--- config.mk ---
export PLATFORM = sky130hd
export DESIGN_NAME = key_debounce
export DESIGN_NICKNAME = d
export VERILOG_FILES = /design/src/rtl/key_debounce_pkg.sv /design/src/rtl/key_debounce_sync_2ff.sv /design/src/rtl/key_debounce.sv
export SDC_FILE = /design/constraint.sdc
export NUM_CORES = 1
export LEC_CHECK = 0
export BUFFER_PORTS_ARGS = -buffer_cell sky130_fd_sc_hd__buf_2
export CORE_MARGIN = 2
export CORE_UTILIZATION = 39
export CTS_CLUSTER_SIZE = 20
export DETAILED_ROUTE_END_ITERATION = 10
export GPL_TIMING_DRIVEN = 1
export PLACE_DENSITY_LB_ADDON = 0.25
export SLEW_MARGIN = 40
export SYNTH_ARGS = -nofsm -noshare
export SYNTH_HDL_FRONTEND = slang
export SYNTH_HIERARCHICAL = 1
export SYNTH_SLANG_ARGS = --single-unit
--- constraint.sdc ---
create_clock -name CLOCK_50 -period 3.44 [get_ports CLOCK_50]
set_input_delay 0.516 -clock CLOCK_50 [delete_from_list [all_inputs] [get_ports CLOCK_50]]
set_output_delay 0.516 -clock CLOCK_50 [all_outputs]
set_load 0.005 [all_outputs]
--- src/rtl/key_debounce_pkg.sv ---
// -----------------------------------------------------------------------------
// key_debounce_pkg
//   Shared definitions for the pushbutton conditioning path:
//   - key_state_t : FSM state encodings (IDLE, PRESS_WAIT, PRESSED, RELEASE_WAIT)
//   - DEB_20MS    : default debounce window, 20 ms at 50 MHz
//   - LONG_1S     : default long-press threshold, 1 s at 50 MHz
//   - SYNC_IDLE   : level a raw active-low key input shows while released
// -----------------------------------------------------------------------------
package key_debounce_pkg;

  localparam int unsigned DEB_20MS = 1_000_000;
  localparam int unsigned LONG_1S  = 50_000_000;

  // KEY inputs on the DE2 are active-low, so "released" is a 1.
  localparam logic SYNC_IDLE = 1'b1;

  typedef enum logic [1:0] {
    IDLE         = 2'd0,
    PRESS_WAIT   = 2'd1,
    PRESSED      = 2'd2,
    RELEASE_WAIT = 2'd3
  } key_state_t;

endpackage : key_debounce_pkg

--- src/rtl/key_debounce_sync_2ff.sv ---
// -----------------------------------------------------------------------------
// sync_2ff
//   Two-flop synchroniser for a single asynchronous board input. The reset
//   value is a parameter so the same cell serves active-low keys (reset to 1)
//   and active-high switches (reset to 0).
// Ports
//   clk  in  1  destination clock
//   rst  in  1  asynchronous, active-high reset
//   d    in  1  asynchronous input
//   q    out 1  synchronised output, two clk edges behind d
// -----------------------------------------------------------------------------
module sync_2ff #(
  parameter logic RESET_VAL = 1'b0
) (
  input  logic clk,
  input  logic rst,
  input  logic d,
  output logic q
);

  logic s1;

  // NOTE: sequential state is always written with <= so every flop samples
  // the pre-edge value of its neighbours; with = the second stage would
  // collapse into the first and the metastability filter would vanish.
  always_ff @(posedge clk or posedge rst) begin
    if (rst) begin
      s1 <= RESET_VAL;
      q  <= RESET_VAL;
    end else begin
      s1 <= d;
      q  <= s1;
    end
  end

endmodule : sync_2ff

--- src/rtl/key_debounce.sv ---
// -----------------------------------------------------------------------------
// key_debounce
//   Turns one raw, bouncing, active-low pushbutton into a clean debounced
//   level plus single-cycle press / release / long-press strobes and a toggle
//   that serves as the LED blinker's run enable.
// Parameters
//   DEBOUNCE_CYCLES  stable samples needed to accept an edge (>= 1)
//   LONG_CYCLES      held cycles after acceptance before long_pulse (>= 1)
// Ports
//   CLOCK_50       in   1  system clock, rising edge
//   RESET          in   1  asynchronous, active-high reset
//   KEY_N          in   1  raw pushbutton, 0 = pressed, asynchronous
//   pressed        out  1  debounced level, 1 while the button is held
//   press_pulse    out  1  one-cycle strobe on accepted press
//   release_pulse  out  1  one-cycle strobe on accepted release
//   long_pulse     out  1  one-cycle strobe, once per press, after LONG_CYCLES
//   toggle         out  1  flips on every accepted press
// -----------------------------------------------------------------------------
module key_debounce
  import key_debounce_pkg::*;
#(
  parameter int unsigned DEBOUNCE_CYCLES = DEB_20MS,
  parameter int unsigned LONG_CYCLES     = LONG_1S
) (
  input  logic CLOCK_50,
  input  logic RESET,
  input  logic KEY_N,
  output logic pressed,
  output logic press_pulse,
  output logic release_pulse,
  output logic long_pulse,
  output logic toggle
);

  localparam int CNT_W  = $clog2(DEBOUNCE_CYCLES + 1);
  localparam int HOLD_W = $clog2(LONG_CYCLES + 1);

  localparam logic [CNT_W-1:0]  CNT_LAST  = CNT_W'(DEBOUNCE_CYCLES - 1);
  localparam logic [HOLD_W-1:0] HOLD_LAST = HOLD_W'(LONG_CYCLES - 1);

  key_state_t        state;
  logic [CNT_W-1:0]  cnt;        // consecutive stable samples in a *_WAIT state
  logic [HOLD_W-1:0] hold;       // cycles held since the press was accepted
  logic              long_done;  // long_pulse already issued for this press
  logic              key_s;      // synchronised KEY_N

  logic in_hold;
  logic release_accept;
  logic long_fire;

  sync_2ff #(
    .RESET_VAL (SYNC_IDLE)
  ) u_sync (
    .clk (CLOCK_50),
    .rst (RESET),
    .d   (KEY_N),
    .q   (key_s)
  );

  // The hold timer keeps running through release bounce, so a press that
  // chatters on the way up still counts as one continuous hold.
  assign in_hold        = (state == PRESSED) || (state == RELEASE_WAIT);
  assign release_accept = (state == RELEASE_WAIT) && key_s && (cnt == CNT_LAST);

  // A release accepted in the same cycle the hold timer expires wins: the
  // press is over, and only one strobe may be high per cycle.
  assign long_fire = in_hold && !release_accept && !long_done && (hold == HOLD_LAST);

  always_ff @(posedge CLOCK_50 or posedge RESET) begin
    if (RESET) begin
      state         <= IDLE;
      cnt           <= '0;
      hold          <= '0;
      long_done     <= 1'b0;
      pressed       <= 1'b0;
      press_pulse   <= 1'b0;
      release_pulse <= 1'b0;
      long_pulse    <= 1'b0;
      toggle        <= 1'b0;
    end else begin
      // Strobes default low so each one lasts exactly one cycle.
      press_pulse   <= 1'b0;
      release_pulse <= 1'b0;
      long_pulse    <= 1'b0;

      // Saturating hold timer; restarted on press acceptance below.
      if (in_hold && (hold != HOLD_LAST)) begin
        hold <= hold + 1'b1;
      end

      if (long_fire) begin
        long_pulse <= 1'b1;
        long_done  <= 1'b1;
      end

      unique case (state)
        IDLE: begin
          if (!key_s) begin
            state <= PRESS_WAIT;
            cnt   <= '0;
          end
        end

        PRESS_WAIT: begin
          if (key_s) begin
            // Bounce: the low level did not last, drop back silently.
            state     <= IDLE;
            cnt       <= '0;
            long_done <= 1'b0;
          end else if (cnt == CNT_LAST) begin
            state       <= PRESSED;
            cnt         <= '0;
            hold        <= '0;
            press_pulse <= 1'b1;
            pressed     <= 1'b1;
            toggle      <= ~toggle;
          end else begin
            cnt <= cnt + 1'b1;
          end
        end

        PRESSED: begin
          if (key_s) begin
            state <= RELEASE_WAIT;
            cnt   <= '0;
          end
        end

        RELEASE_WAIT: begin
          if (!key_s) begin
            // Bounce on the way up: still held, hold timer untouched.
            state <= PRESSED;
            cnt   <= '0;
          end else if (cnt == CNT_LAST) begin
            state         <= IDLE;
            cnt           <= '0;
            release_pulse <= 1'b1;
            pressed       <= 1'b0;
            long_done     <= 1'b0;
          end else begin
            cnt <= cnt + 1'b1;
          end
        end

        default: begin
          state <= IDLE;
          cnt   <= '0;
        end
      endcase
    end
  end

endmodule : key_debounce
==> metrics.yaml <==
floorplan:
  start_util_pct: 39.7
  num_io_pins: 8
  dieArea_mm2: 0.00850
  core_area_mm2: 0.00765
  dieWidth_um: 92.2
  num_rows: 32
  fp.dieH_um: 92.2
routing:
  drc: 0
  initialDrtViolationCount: 134
  final_antenna_net_count: 0
  wire_per_inst_um: 14.6
  wl_mm: 6.24
  vias_per_cell: 5.56
  route.vias.total: 2368
  firstDrtPassIters: 4
synth:
  synthDistinctLibCells: 51
  synth_ff_type: "dfrtp_1"
  yosys_warnings: 6
  synth_seq_cells: 56
  synthesis.nets: 326
  synth_edf_count: 0
  post-synth-top-count-cell: "dfrtp_1"
  ys_top_cells_by_count: "dfrtp_1, nand2_1, nand3_1"
  synth_area_mm2: 0.00303
  synth_top_cells_by_area: "dfrtp_1, nand3_1, nand2_1"
  synthArstFlopShare_pct: 100
  seq_area_frac_synth_pct: 46.3
  synth_area_leader_cell: "dfrtp_1"
  syn_area_per_cell_um2: 9.45
  synth.top_cell.area_share_pct: 44.6
  synth_cells: 321
cts:
  cts_max_path_buffers: 2
  path_clk_slew_ns: 0.10
  ctsResizeCount: 0
  tritoncts: "done"
  cts_setup_buffers: 0
  root_buffer: "clkbuf_8"
  cts_buffers: 5
  holdBufCountCts: 0
  htree_levels: 2
  clock_sink_count: 56
  insertion_delay_ns: 0.31
flow_run:
  drv_cap: 0
critical_path:
  r2r_setup_slack_ns: 1.32
  crit_top_cell: "and3_1"
  end_kind: "register"
  critPathMaxStageDelay_ns: 0.48
  path_cells: "ha_1 > and3_1 > and3_1 > a21oi_4 > o21ai_0 > a31oi_1"
  r2r-start: "cnt[0]$_DFFE_PP0P_"
  cp.buffers_inverters: 0
  crit_type: "reg2reg"
  crit_slowest_cell: "a21oi_4"
  timing.rr.end: "cnt[14]$_DFFE_PP0P_"
  critPathLaunchType: "register"
  crit_family: "compound AO/OA/AOI/OAI gates"
  reg2reg_depth: 6
  crit_fanout: 21
  arrival_ns: 2.36
  critical_path_required_ns: 3.68
sta:
  setup_viol: 0
  relSlewSlack_pct: 51.0
  finalSetupTns_ns: 0
  timing.final.ws_setup_ns: 1.32
  min_period_ns: 2.12
  final.period_utilization_pct: 61.7
  tightest_slew_ns: 0.734
  skew_ns: 0.00911
  grt_setup_unrepaired: "false"
  hold_violations: 0
  slew_violations: 0
  max_freq_ghz: 0.471
outcome:
  status: "finished clean"
global_route:
  grt.overflow.total: 0
  grt_pass1_vias: 2236
  track_usage_pct: 15.9
  grt_first_pass_wirelength_mm: 11.0
  grt_start_max_net_pins: 39
  antenna_found_initial: 0
placement:
  pre_cts_ws_ns: 1.08
  dp.final_hpwl_mm: 4.36
  gp_congestion: 0.817
  io_buffers: 7
power:
  peakVddDrop_mv: 0.216
  p_leak_nw: 1.32
  p_per_area_mw_per_mm2: 394
final_layout:
  area_growth_pct: 7.22
  antenna_cells: 0
  layout.nets: 328
  drive_above_1_share_pct: 10.2
worst_hold_path:
  hp-class: "in2async"
[cell usage in the layout (no fill, tap or decap), drive strengths merged, types with 8 or more instances in the layout]
cell type | Yosys | layout
a21oi | 16 | 16
nor3 | 13 | 13
dfrtp | 54 | 54
buf | 10 | 8
inv | 11 | 11
nand2 | 32 | 32
and3 | 11 | 11
nor2 | 22 | 22
nand3 | 27 | 27
nor4 | 10 | 10
o21ai | 20 | 20
xnor2 | 13 | 13
nand4 | 10 | 10
[how the worst max path moves through the flow]
stage	end	slack [ns]	depth (start not counted)	start
after floorplan	asynchronous set/reset pin	1.61	1	RESET
after global placement	cnt[14]$_DFFE_PP0P_	1.17	6	cnt[0]$_DFFE_PP0P_
after detailed placement	cnt[14]$_DFFE_PP0P_	1.08	6	cnt[0]$_DFFE_PP0P_
after CTS	cnt[14]$_DFFE_PP0P_	1.06	6	cnt[0]$_DFFE_PP0P_
after global routing	cnt[14]$_DFFE_PP0P_	1.16	6	cnt[0]$_DFFE_PP0P_
final	cnt[14]$_DFFE_PP0P_	1.32	6	cnt[0]$_DFFE_PP0P_
[logic make-up after synthesis]
kind of cell | count (synthesis) | synth area share [%]
compound gates | 67 | 14.3
xor+xnor | 17 | 5.16
fa+ha+maj | 2 | 0.825
buf+inv | 24 | 3.75
flops | 56 | 46.3
mux | 2 | 0.660
simple gates | 153 | 29.0
[stage by stage]
stage / instances / total power [W] / instance area (µm²) / util, % / hold slack [ns]
6_report: 426 / 0.00128 / 3250 / 42.5 / 0.216
3_5_place_dp: 418 / 0.000860 / 3130 / 41.0 / 0.347
5_1_grt: 426 / 0.00135 / 3250 / 42.5 / 0.228
4_1_cts: 426 / 0.00130 / 3240 / 42.4 / 0.238
3_3_place_gp: 418 / 0.000856 / 3130 / 40.9 / 0.346
2_1_floorplan: 321 / 0.000826 / 3030 / - / 0.345
[routing by layer]
layer	track usage (%)	routed length (µm)
met5	0	0
met4	3.73	62
met3	2.88	177
met2	23.7	2640
met1	24.0	3360
[state kept, by name, summed over array words and instances (netlist names), named ones only]
signal and count:
long_done 1, press_pulse 1, long_pulse 1, u_sync/s1 1
release_pulse 1, cnt 20, pressed 1, toggle 1
hold 26, state 1, u_sync/q 1
[cell type report]
| class | instances | area (µm²) |
|---|---|---|
| clock inverter | 3 | 42.5 |
| fill | 738 | 4400 |
| inverter | 11 | 43.8 |
| multi-input combinational | 241 | 1520 |
| clock buffer | 5 | 68.8 |
| sequential | 56 | 1400 |
| tap | 102 | 128 |
| timing repair buffer | 8 | 42.5 |
[power breakdown]
group	internal [W]	switching, W	total [W]	leakage (nW)
registers	0.000677	0.0000260	0.000703	0.772
clock network	0.000216	0.000217	0.000433	0.0541
logic	0.0000426	0.000103	0.000145	0.491
total	0.000935	0.000346	0.00128	1.32
Power figures use the tool's default switching activity.
